$ cat src/rtl/reg_hazard_scoreboard.sv
// reg_hazard_scoreboard: stalls ID on load-use and on hazards against the single
// outstanding multi-cycle hash result; launches the hash unit and watches for timeout.
`default_nettype none

module reg_hazard_scoreboard #(
    parameter int MC_TIMEOUT = 64,
    parameter int CNT_W      = 8
) (
    input  logic        clk,
    input  logic        rst,
    input  logic        if_id_Valid,
    input  logic [4:0]  if_id_RegisterRs,
    input  logic [4:0]  if_id_RegisterRt,
    input  logic        if_id_UseRt,
    input  logic        if_id_RegWrite,
    input  logic [4:0]  if_id_RegisterRd,
    input  logic        if_id_MultiCycle,
    input  logic        id_ex_MemRead,
    input  logic [4:0]  id_ex_RegisterRt,
    input  logic        mc_Done,
    output logic        Stall,
    output logic        id_ex_Bubble,
    output logic        mc_Start,
    output logic [4:0]  mc_RegisterRd,
    output logic        mc_Busy,
    output logic        mc_Error,
    output logic [31:0] Pending
);

    localparam logic [1:0] S_IDLE    = 2'd0;
    localparam logic [1:0] S_BUSY    = 2'd1;
    localparam logic [1:0] S_TIMEOUT = 2'd2;

    localparam logic [CNT_W-1:0] CNT_LAST = CNT_W'(MC_TIMEOUT - 1);
    localparam logic [CNT_W-1:0] CNT_ONE  = CNT_W'(1);

    logic [1:0]       state_q, state_d;
    logic [CNT_W-1:0] cnt_q, cnt_d;
    logic [4:0]       rd_q, rd_d;
    logic [31:0]      pend_q, pend_d;

    logic        in_busy, in_tmo;
    logic [31:0] rd_mask, eff;
    logic        lu, raw, waw, st, hazard, issue;

    assign in_busy = (state_q == S_BUSY);
    assign in_tmo  = (state_q == S_TIMEOUT);
    assign rd_mask = 32'd1 << rd_q;

    // A result written back this cycle reaches its consumer through forwarding.
    assign eff = (mc_Done && in_busy) ? (pend_q & ~rd_mask) : pend_q;

    assign lu  = id_ex_MemRead && (id_ex_RegisterRt != 5'd0) &&
                 ((id_ex_RegisterRt == if_id_RegisterRs) ||
                  (if_id_UseRt && (id_ex_RegisterRt == if_id_RegisterRt)));
    assign raw = eff[if_id_RegisterRs] || (if_id_UseRt && eff[if_id_RegisterRt]);
    assign waw = if_id_RegWrite && eff[if_id_RegisterRd];
    assign st  = if_id_MultiCycle && ((in_busy && !mc_Done) || in_tmo);

    assign hazard = if_id_Valid && (lu || raw || waw || st);
    assign issue  = if_id_Valid && if_id_MultiCycle && !hazard;

    assign Stall         = hazard && !rst;
    assign id_ex_Bubble  = hazard && !rst;
    assign mc_Start      = issue && !rst;
    assign mc_RegisterRd = rd_q;
    assign mc_Busy       = in_busy;
    assign mc_Error      = in_tmo;
    assign Pending       = pend_q;

    always_comb begin
        state_d = state_q;
        cnt_d   = cnt_q;
        rd_d    = rd_q;
        pend_d  = pend_q;
        case (state_q)
            S_BUSY: begin
                cnt_d = cnt_q + CNT_ONE;
                if (mc_Done) begin
                    pend_d  = pend_q & ~rd_mask;
                    state_d = S_IDLE;
                end else if (cnt_q == CNT_LAST) begin
                    state_d = S_TIMEOUT;
                end
            end
            S_TIMEOUT: begin
                pend_d  = pend_q & ~rd_mask;
                state_d = S_IDLE;
            end
            default: ;
        endcase
        // Issue overrides the completion path so back-to-back hashes keep BUSY.
        if (issue) begin
            state_d = S_BUSY;
            cnt_d   = '0;
            rd_d    = if_id_RegisterRd;
            if (if_id_RegisterRd != 5'd0)
                pend_d = pend_d | (32'd1 << if_id_RegisterRd);
        end
    end

    always_ff @(posedge clk) begin
        if (rst) begin
            state_q <= S_IDLE;
            cnt_q   <= '0;
            rd_q    <= '0;
            pend_q  <= '0;
        end else begin
            state_q <= state_d;
            cnt_q   <= cnt_d;
            rd_q    <= rd_d;
            pend_q  <= pend_d;
        end
    end

endmodule

`default_nettype wire
$ cat config.mk
export PLATFORM = sky130hd
export DESIGN_NAME = reg_hazard_scoreboard
export DESIGN_NICKNAME = d
export VERILOG_FILES = /design/src/rtl/reg_hazard_scoreboard.sv
export SDC_FILE = /design/constraint.sdc
export NUM_CORES = 1
export LEC_CHECK = 0
export CAP_MARGIN = 20
export CORE_ASPECT_RATIO = 1.25
export CORE_MARGIN = 3
export CORE_UTILIZATION = 35
export CTS_CLUSTER_SIZE = 30
export DETAILED_ROUTE_END_ITERATION = 12
export PLACE_DENSITY = 0.69
export SETUP_SLACK_MARGIN = 0.15
export SLEW_MARGIN = 15
export SYNTH_ARGS = -nofsm -noshare
export SYNTH_HDL_FRONTEND = slang
export SYNTH_SLANG_ARGS = --single-unit
$ cat constraint.sdc
create_clock -name clk -period 4.3 [get_ports clk]
set_input_delay 0.86 -clock clk [delete_from_list [all_inputs] [get_ports clk]]
set_output_delay 0.86 -clock clk [all_outputs]
set_load 0.05 [all_outputs]
==> flow_summary.json, run 1 <==
{
  "outcome": "complete, no violations",
  "report.final.slew_viol_count": 0,
  "r2r_end": "Pending[24]",
  "initial_utilization_pct": 36.5,
  "placedCellCount": 745,
  "final-hold-violation-count": 0,
  "ys_seq_area_share_pct": 23.9,
  "global_route.usage.total_pct": 25.7,
  "post-route-min-period_ps": 4110,
  "combPwrFrac_pct": 29.8,
  "fin_crit_sh_pct": 95.6,
  "leakagePower_uw": 0.00188,
  "crit_start": "if_id_RegisterRd[3]",
  "synth.area.mux_share_pct": 5.25,
  "place_congestion": 0.975,
  "yosys.area_share.adder_pct": 0.955,
  "worst-path-max-fanout": 5,
  "max_slew_headroom_pct": 28.5,
  "power_per_cell_area_mw_per_mm2": 230,
  "layout-area-overhead-vs-synth_pct": 41.4,
  "synthXorXnorAreaFrac_pct": 3.79,
  "final_net_count": 655,
  "fp.dieH_um": 124,
  "final_antenna_diode_count": 0,
  "power.switching_uw": 418,
  "crit_chain": "clkdlybuf4s50_1, nand2b_2, a2111oi_2, a2111oi_4, o311a_1, and4_4, buf_4, a21boi_4, buf_12",
  "fmaxAchievable_mhz": 243,
  "floorplan.core_area_mm2": 0.0108,
  "cts_made_buffers": 5,
  "routed_wirelength_um": 16500,
  "routedWlPerCell_um": 21.9,
  "routed_via_count_divided_by_cell_count": 6.38,
  "drv_cap": 0,
  "critical_path_depth": 9,
  "cts_hold_repair.buffers": 0,
  "place.detailed.hpwl_um": 12400,
  "via_count": 4820,
  "post_synth_and_or_nand_nor_area_fraction_pct": 26.8,
  "synthArstFlopShare_pct": 0,
  "clk_transition_reported_paths_ps": 60,
  "post_synthesis_register_bit_count": 47,
  "multi_input_gate_area_mm2": 0.00291,
  "power.share.clock_pct": 34.3,
  "drt_pass1_iterations": 5,
  "die_footprint_mm2": 0.0125,
  "timing.final.setup_violations": 0,
  "cts-root-to-sink-buffers": 2,
  "p_int_uw": 863,
  "final_layout_size_suffix_gt1_share_pct": 21.6,
  "largest_family_of_logic_cells_by_synthesized_area": "compound AO/OA/AOI/OAI gates",
  "ys.flop_type": "dfxtp_1",
  "syn_area_per_cell_um2": 7.60,
  "synth-warning-count": 0,
  "path_delay_family": "compound AO/OA/AOI/OAI gates",
  "ys_types": 77,
  "yosys.area.top_type": "dfxtp_1",
  "startpoint_type": "input pin",
  "power.ir.vdd_worst_mv": 0.238,
  "grt_antenna_before_repair": 0,
  "clock_sinks": 47,
  "synthTopCellsByArea": "dfxtp_1 (24%), o21ai_0 (7.0%), o211ai_1 (5.5%)",
  "tightestPinTransition_ps": 1070,
  "power_frac_seq_pct": 35.9,
  "cp.buffers_inverters": 3,
  "synth_largest_type_area_fraction_pct": 23.9,
  "cp.required_ps": 3440,
  "ant_nets_after_route": 0,
  "largest_net_degree_at_the_start_of_global_routing": 34,
  "stdcell_count": 756,
  "critical_path_class": "input pin to primary output",
  "crit_path_end_kind": "primary output",
  "die_w_um": 101,
  "row_count": 42,
  "worst-r2r-setup-slack_ps": 1020,
  "mappedNetlistArea_mm2": 0.00393,
  "netlist_instances": 517,
  "worst_hold_slack_ps": 504,
  "htree_levels": 2,
  "worst-r2r-cell-count": 12,
  "grt_first_pass_wirelength_um": 25900,
  "synth_compound_area_share_pct": 33.1,
  "cts-root-buf": "clkbuf_16",
  "critPathSlowestCell": "clkdlybuf4s50_1",
  "syn_nets": 548,
  "fillCellCount": 1011,
  "rr_startpoint": "mc_RegisterRd[3]",
  "clock_tree_from_tritoncts": "done",
  "globalRoute.totalOverflow": 0,
  "drt_iter0_drc": 398,
  "unrepaired_setup_endpoints_after_global_routing": "no",
  "worst_setup_path_endpoint": "id_ex_Bubble",
  "synth_edf_count": 0,
  "vias_in_the_first_global_route": 4819,
  "ff_latch_area_um2": 948,
  "drc": 0,
  "arrival_ps": 3250,
  "biggest_cell_delay_along_the_critical_path_ps": 520,
  "design.portCount": 70,
  "worst_clock_skew_ps": 8.96,
  "insertion_delay_ps": 290,
  "min_path_type": "flip-flop to flip-flop",
  "port_buffers": 69,
  "power.switching_fraction_pct": 32.6
}
## sequential cells by signal, summed over array words and instances (netlist names)
register and count:
Pending 32, cnt_q 8, mc_RegisterRd 5, state_q 2
## metal layers
metal / vias to the layer above / routed length, um / GRT usage [%]
met5: - / 0 / 0
met4: 0 / 805 / 13.7
met3: 59 / 1190 / 4.09
met2: 262 / 7890 / 41.1
met1: 2298 / 6650 / 32.6
li1: 2201 / - / -
## worst min-delay path by stage
stage / startpoint / to / slack (ps) / cells past startpoint
3_5_place_dp: Pending[3] / Pending[3] / 490 / 2
3_3_place_gp: state_q[0] / state_q[0] / 480 / 2
4_1_cts: Pending[3] / Pending[3] / 500 / 2
5_1_grt: Pending[29] / Pending[29] / 520 / 2
6_report: Pending[3] / Pending[3] / 500 / 2
2_1_floorplan: state_q[0] / state_q[0] / 470 / 2
## final cells by class
cell class                 instances  share of cell area (%)
clock buffer                       5                    2.25
timing repair buffer             144                    23.6
inverter                          15                    1.06
clock inverter                     2                   0.675
sequential                        47                    17.1
tap                              132                    2.97
multi-input combinational        411                    52.4
## worst min-delay path, cell delays in order, from the launching register on
cell     delay (ps)
dfxtp_1         330
nand3_1          70
o21ai_1          60
## synth_stat cells (3+ instances only)
cell type and n:
o21ai_0 55, dfxtp_1 47, nand2_1 47, nand3_1 33, clkbuf_1 32, o211ai_1 29
o21ai_1 27, nor2_1 25, a21oi_1 22, inv_1 13, nor3_1 13, xor2_1 13
nand4_1 10, buf_2 7, a2111oi_0 6, mux2i_1 6, mux4_2 6, nor2b_1 6
o2111ai_1 6, and3_1 5, nand2b_1 5, a41o_1 4, nand4b_1 4, nand4bb_1 4
xnor2_1 4, a221oi_1 3, a32oi_1 3, and2_1 3, buf_4 3, ha_1 3
nand3b_1 3, o311a_1 3, o31ai_2 3, or4_1 3
## cells in the final DEF, fill, tap and decap left out, drive strengths merged, types with 5 or more instances in the layout
cell type	count
mux4	6
buf	79
dfxtp	47
nor2	25
o21ai	84
clkbuf	5
nor3	13
clkdlybuf4s50	62
inv	13
nand2b	5
mux2i	6
o211ai	29
and3	5
nor2b	6
nand2	47
o2111ai	6
a21oi	22
a2111oi	8
nand4	12
xor2	13
nand3	33
## metrics by stage
stage	util [%]	cell area, um^2	TNS (ps)	power (uW)	setup slack (ps)
final	51.6	5560	0	1280	191
after global placement	48.2	5190	-2790	821	-666
after detailed placement	48.2	5190	-1630	824	-585
after floorplan	-	3950	0	682	130
after global routing	51.6	5560	0	1330	73.3
after CTS	50.3	5420	0	1270	152
## kinds of logic (layout without fill, tap and decap cells)
kind of cell               count (synthesis)  in the layout
AOI/OAI and AO/OA                        194            194
and+or+nand+nor                          184            184
buffers and inverters                     59            166
DFF                                       47             47
xor gates and xnor gates                  17             17
muxes                                     13             13
adders and majority gates                  3              3
## power groups by stage
stage	clock (uW)	sequential [uW]	combinational, uW
final	439	460	382
after global routing	459	460	408
after CTS	444	459	365
after detailed placement	0	468	356
after global placement	0	467	354
after floorplan	0	471	211
## what timing repair did
| action | 4_1_cts | 5_1_grt |
|---|---|---|
| endpoints found under the setup margin | 3 | 3 |
| endpoints found under the hold margin | 0 | 0 |
| resized for setup | 26 | 27 |
| pin swaps | 2 | 8 |
| buffers inserted | 0 | 4 |
Note: power is estimated with default switching activity, not from simulation.
==> run 2, diff against run 1 <==
--- a/config.mk
+++ b/config.mk
@@ -12,7 +12,6 @@
 export CTS_CLUSTER_SIZE = 30
 export DETAILED_ROUTE_END_ITERATION = 12
 export PLACE_DENSITY = 0.69
-export SETUP_SLACK_MARGIN = 0.15
 export SLEW_MARGIN = 15
 export SYNTH_ARGS = -nofsm -noshare
 export SYNTH_HDL_FRONTEND = slang
==> constraint.sdc (replaced) <==
create_clock -name clk -period 5.24 [get_ports clk]
set_input_delay 1.048 -clock clk [delete_from_list [all_inputs] [get_ports clk]]
set_output_delay 1.048 -clock clk [all_outputs]
set_load 0.05 [all_outputs]
==> run 2 against run 1 <==
  * Sequential power decreased by 18%
  * Largest power group unchanged
  * Sequential share of layout area increased by 1.8 points
  * Worst hold slack got worse by 11 ps
  * Via count decreased by 1.4%
==> flow_summary.json, run 2 (synthesis gave the netlist of run 1 again) <==
{
  "worst_clock_skew_ps": 13.3,
  "initial_utilization_pct": 36.5,
  "layout-area-overhead-vs-synth_pct": 26.9,
  "die_w_um": 101,
  "min_path_type": "flip-flop to flip-flop",
  "biggest_cell_delay_along_the_critical_path_ps": 640,
  "cp.buffers_inverters": 2,
  "ant_nets_after_route": 0,
  "tightestPinTransition_ps": 1030,
  "place_congestion": 1.04,
  "clk_transition_reported_paths_ps": 60,
  "mostFrequentLayoutCells": "clkdlybuf4s50_1 (66), o21ai_0 (52), dfxtp_1 (47), nand2_1 (47), nand3_1 (33)",
  "routed_wirelength_um": 15800,
  "post-cts-setup-buffer-count": 0,
  "htree_levels": 2,
  "fp.dieH_um": 124,
  "design.portCount": 70,
  "path_delay_family": "simple AND/OR/NAND/NOR gates",
  "critPathSlowestCell": "clkdlybuf4s50_1",
  "finalCoreUtilization_pct": 46.3,
  "fmaxAchievable_mhz": 195,
  "globalRoute.totalOverflow": 0,
  "grt_antenna_before_repair": 0,
  "vias_in_the_first_global_route": 4642,
  "clock_tree_from_tritoncts": "done",
  "rr_startpoint": "state_q[1]",
  "die_footprint_mm2": 0.0125,
  "final_area_mm2": 0.00499,
  "insertion_delay_ps": 300,
  "cts_hold_repair.buffers": 0,
  "report.final.slew_viol_count": 0,
  "fillCellCount": 1057,
  "unrepaired_setup_endpoints_after_global_routing": "no",
  "largest_net_degree_at_the_start_of_global_routing": 34,
  "via_count": 4754,
  "met3_wirelength_um": 1580,
  "drv_cap": 0,
  "grt_first_pass_wirelength_um": 24800,
  "row_count": 42,
  "min_to": "Pending[3]",
  "mostFrequentLayoutCell": "clkdlybuf4s50_1",
  "arrival_ps": 4090,
  "min_path_cells": 2,
  "final_net_count": 608,
  "largest_register_ffs": 32,
  "worst-r2r-setup-slack_ps": 1500,
  "power.ir.vdd_worst_mv": 0.200,
  "r2r_end": "Pending[24]",
  "cts-root-to-sink-buffers": 2,
  "startpoint_type": "input pin",
  "global_route.usage.total_pct": 24.6,
  "drc": 0,
  "drt_pass1_iterations": 5,
  "floorplan.core_area_mm2": 0.0108,
  "cts-root-buf": "clkbuf_16",
  "cts_made_buffers": 5,
  "port_buffers": 69,
  "worst-path-max-fanout": 11,
  "hold_path.startpoint": "Pending[3]",
  "leakagePower_uw": 0.00160,
  "crit_path_end_kind": "primary output",
  "crit_start": "mc_Done",
  "routed-wl-met2_um": 7260,
  "top_layer_used": "met4",
  "cp.required_ps": 4190,
  "outcome": "complete, no violations",
  "timing.final.setup_violations": 0,
  "fin_crit_sh_pct": 98.1,
  "routedWlPerCell_um": 22.3,
  "critical_path_class": "input pin to primary output",
  "post-route-min-period_ps": 5140,
  "placed_inst_area_mm2": 0.00484,
  "power_per_cell_area_mw_per_mm2": 195,
  "setup_tns_ps": 0,
  "max_slew_headroom_pct": 31.5,
  "drt_iter0_drc": 444,
  "final_layout_size_suffix_gt1_share_pct": 11.1,
  "clock_sinks": 47,
  "routed_via_count_divided_by_cell_count": 6.70,
  "cts-resized-gates": 0,
  "worst-r2r-cell-count": 11,
  "crit_chain": "clkdlybuf4s50_1, nand3b_1, o21ai_0, a41oi_1, o311a_1, a32oi_1, and4_1, nand2_1, nor2_1, buf_12",
  "drt-met1-wl_um": 6160,
  "final_antenna_diode_count": 0,
  "place.detailed.hpwl_um": 11800,
  "final-hold-violation-count": 0
}
==> run 2: worst max path at each step <==
stage                     cells after the start            to
after CTS                                    10         Stall
after global placement                       10         Stall
after floorplan                               9  id_ex_Bubble
final                                        10      mc_Start
after detailed placement                     10         Stall
after global routing                         10      mc_Start
==> run 2: stage by stage <==
stage	setup WS [ps]	instances	total power [uW]	hold WS, ps
after floorplan	197	517	558	471
after global routing	22.8	710	1010	511
final	99.6	710	973	494
after global placement	161	702	657	486
after detailed placement	159	702	658	488
after CTS	147	710	972	497
==> run 2: metal layers <==
metal / global-route usage (%) / vias to the layer above
met5: 0 / -
met4: 12.0 / 0
met3: 4.09 / 81
met2: 39.0 / 366
met1: 31.7 / 2200
li1: - / 2107
==> run 2: area by class of cell <==
cell class	instances	area [um^2]	share of cell area (%)
Sequential cell	47	941	18.9
Inverter	15	56.3	1.13
Timing Repair Buffer	97	931	18.7
Clock inverter	3	18.8	0.376
Clock buffer	5	125	2.51
Tap cell	132	165	3.31
Multi-Input combinational cell	411	2750	55.2
==> run 2: worst reg2reg max path, cell delays in order (launching register included) <==
cell,delay (ps)
dfxtp_1,330
inv_1,60
ha_1,530
nand3b_1,430
o21ai_0,520
a41oi_1,190
o311a_1,140
a32oi_1,270
and4_1,370
buf_4,220
nand4b_1,320
o21ai_0,270
==> run 2: where the power goes <==
part	internal, uW	switching, uW	total (uW)
clock	177	137	314
combinational	101	179	280
sequential	363	16.3	379
==> run 3, diff against run 2 <==
--- a/config.mk
+++ b/config.mk
@@ -6,11 +6,11 @@
 export NUM_CORES = 1
 export LEC_CHECK = 0
 export CAP_MARGIN = 20
-export CORE_ASPECT_RATIO = 1.25
 export CORE_MARGIN = 3
 export CORE_UTILIZATION = 35
 export CTS_CLUSTER_SIZE = 30
 export DETAILED_ROUTE_END_ITERATION = 12
+export MAX_ROUTING_LAYER = met4
 export PLACE_DENSITY = 0.69
 export SLEW_MARGIN = 15
 export SYNTH_ARGS = -nofsm -noshare
==> run 3 against run 2 <==
  * Die area hardly changed
  * Largest cell class unchanged
  * Largest power group unchanged
  * Clock power fell by 24%
  * Design area shrank 0.40%
  * Wire length rose by 1.5%
  * Global-route usage rose by 1.4 points
  * Critical path depth unchanged
  * Flip-flop and latch count stayed put
  * Critical path type unchanged
==> flow_summary.json, run 3 (synthesis gave the netlist of run 1 again) <==
{
  "design.portCount": 70,
  "final.setup.worst_slack_ps": 135,
  "placement.setup.worst_slack_ps": 198,
  "row_count": 38,
  "vias_in_the_first_global_route": 4499,
  "insertion_delay_ps": 320,
  "cp.buffers_inverters": 2,
  "globalRoute.totalOverflow": 0,
  "drv_cap": 0,
  "finalCoreUtilization_pct": 45.6,
  "crit_chain": "clkdlybuf4s50_1, nand3_1, o21ai_0, mux4_2, a2111oi_0, a21o_1, a211oi_2, nand2_1, nor2_1, buf_12",
  "fin_crit_sh_pct": 97.4,
  "global_route.usage.total_pct": 25.9,
  "leakagePower_uw": 0.00158,
  "final_net_count": 610,
  "fmaxAchievable_mhz": 196,
  "biggest_cell_delay_along_the_critical_path_ps": 650,
  "timing.final.setup_violations": 0,
  "worst-r2r-setup-slack_ps": 1370,
  "cts-root-to-sink-buffers": 2,
  "largest_register_ffs": 32,
  "min_path_cells": 2,
  "routed_wirelength_um": 16100,
  "mostFrequentLayoutCells": "clkdlybuf4s50_1 (66), o21ai_0 (54), dfxtp_1 (47), nand2_1 (47), nand3_1 (33)",
  "max_slew_headroom_pct": 29.6,
  "final-hold-violation-count": 0,
  "arrival_ps": 4060,
  "worst_hold_slack_ps": 513,
  "largest_net_degree_at_the_start_of_global_routing": 34,
  "power_per_cell_area_mw_per_mm2": 181,
  "final_antenna_diode_count": 0,
  "crit_start": "mc_Done",
  "tightestPinTransition_ps": 1030,
  "clock_tree_from_tritoncts": "done",
  "layout-area-overhead-vs-synth_pct": 26.4,
  "post-route-min-period_ps": 5100,
  "worst_setup_path_endpoint": "mc_Start",
  "via_count": 4606,
  "cts-root-buf": "clkbuf_8",
  "routed_via_count_divided_by_cell_count": 6.40,
  "crit_path_end_kind": "primary output",
  "clk_transition_reported_paths_ps": 90,
  "drc": 0,
  "min_path_type": "flip-flop to flip-flop",
  "grt_first_pass_wirelength_um": 25400,
  "cts_made_buffers": 5,
  "die_footprint_mm2": 0.0125,
  "power.ir.vdd_worst_mv": 0.181,
  "worst-path-max-fanout": 10,
  "setup_tns_ps": 0,
  "routedWlPerCell_um": 22.3,
  "startpoint_type": "input pin",
  "port_buffers": 69,
  "floorplan.core_area_mm2": 0.0109,
  "report.final.slew_viol_count": 0,
  "worst_clock_skew_ps": 6.87,
  "die_w_um": 112,
  "drt_iter0_drc": 472,
  "final_layout_size_suffix_gt1_share_pct": 11.4,
  "critical_path_class": "input pin to primary output",
  "drt_pass1_iterations": 5,
  "rr_startpoint": "state_q[1]",
  "unrepaired_setup_endpoints_after_global_routing": "no",
  "mostFrequentLayoutCell": "clkdlybuf4s50_1",
  "clock_sinks": 47,
  "cp.required_ps": 4190,
  "place_congestion": 0.951,
  "critPathSlowestCell": "o21ai_0",
  "outcome": "complete, no violations",
  "grt_antenna_before_repair": 0,
  "critical_path_depth": 10,
  "path_delay_family": "compound AO/OA/AOI/OAI gates",
  "ant_nets_after_route": 0,
  "initial_utilization_pct": 36.1,
  "fp.dieH_um": 112,
  "worst-r2r-cell-count": 11,
  "htree_levels": 2,
  "r2r_end": "Pending[11]",
  "place.detailed.hpwl_um": 12200
}
run 3: layout make-up:
cell class / count / area [um^2]
fillers: 1094 / 5920
multi-input cells: 411 / 2750
repair buffers: 99 / 946
flip-flops and latches: 47 / 941
well taps: 140 / 175
clock buffers: 6 / 82.6
inverters: 15 / 56.3
clock inverters: 2 / 16.3
run 3: routing by layer:
metal / part of all wire (%) / GRT usage, % / vias to the layer above
li1: - / - / 2106
met1: 42 / 34.4 / 2204
met2: 47 / 40.7 / 270
met3: 8.7 / 4.73 / 26
met4: 2.3 / 7.13 / 0
met5: 0 / - / -
run 3: worst min path at each step:
stage / from / endpoint / slack [ps]
2_1_floorplan: state_q[0] / state_q[0] / 470
3_3_place_gp: state_q[0] / state_q[0] / 490
3_5_place_dp: state_q[0] / state_q[0] / 500
4_1_cts: state_q[1] / state_q[1] / 520
5_1_grt: state_q[1] / state_q[1] / 540
6_report: state_q[1] / state_q[1] / 510
run 3: through the flow:
step	cells	total power, uW	area (um^2)
3_3_place_gp	712	659	4870
3_5_place_dp	712	660	4870
6_report	720	897	4970
4_1_cts	720	897	4960
5_1_grt	720	939	4970
2_1_floorplan	517	558	3930
run 3: repair_timing:
| action | CTS | global route |
|---|---|---|
| setup endpoints to repair | 0 | 3 |
| hold buffers | 0 | 0 |
| buffers inserted | 0 | 0 |
| gates resized for setup | 0 | 2 |
run 3: power by group:
group          switching [uW]  internal, uW
Clock                     131           108
Combinational             179           102
Sequential               15.0           362
Total                     325           572
run 3: worst reg2reg max path: stages (launching register included):
cell       delay, ps
dfxtp_1          330
inv_1             60
ha_1             550
nand3_1          410
o21ai_0          650
mux4_2           370
a2111oi_0        110
a21o_1           210
a21oi_1          220
buf_4            200
nand4b_1         350
o21ai_0          320
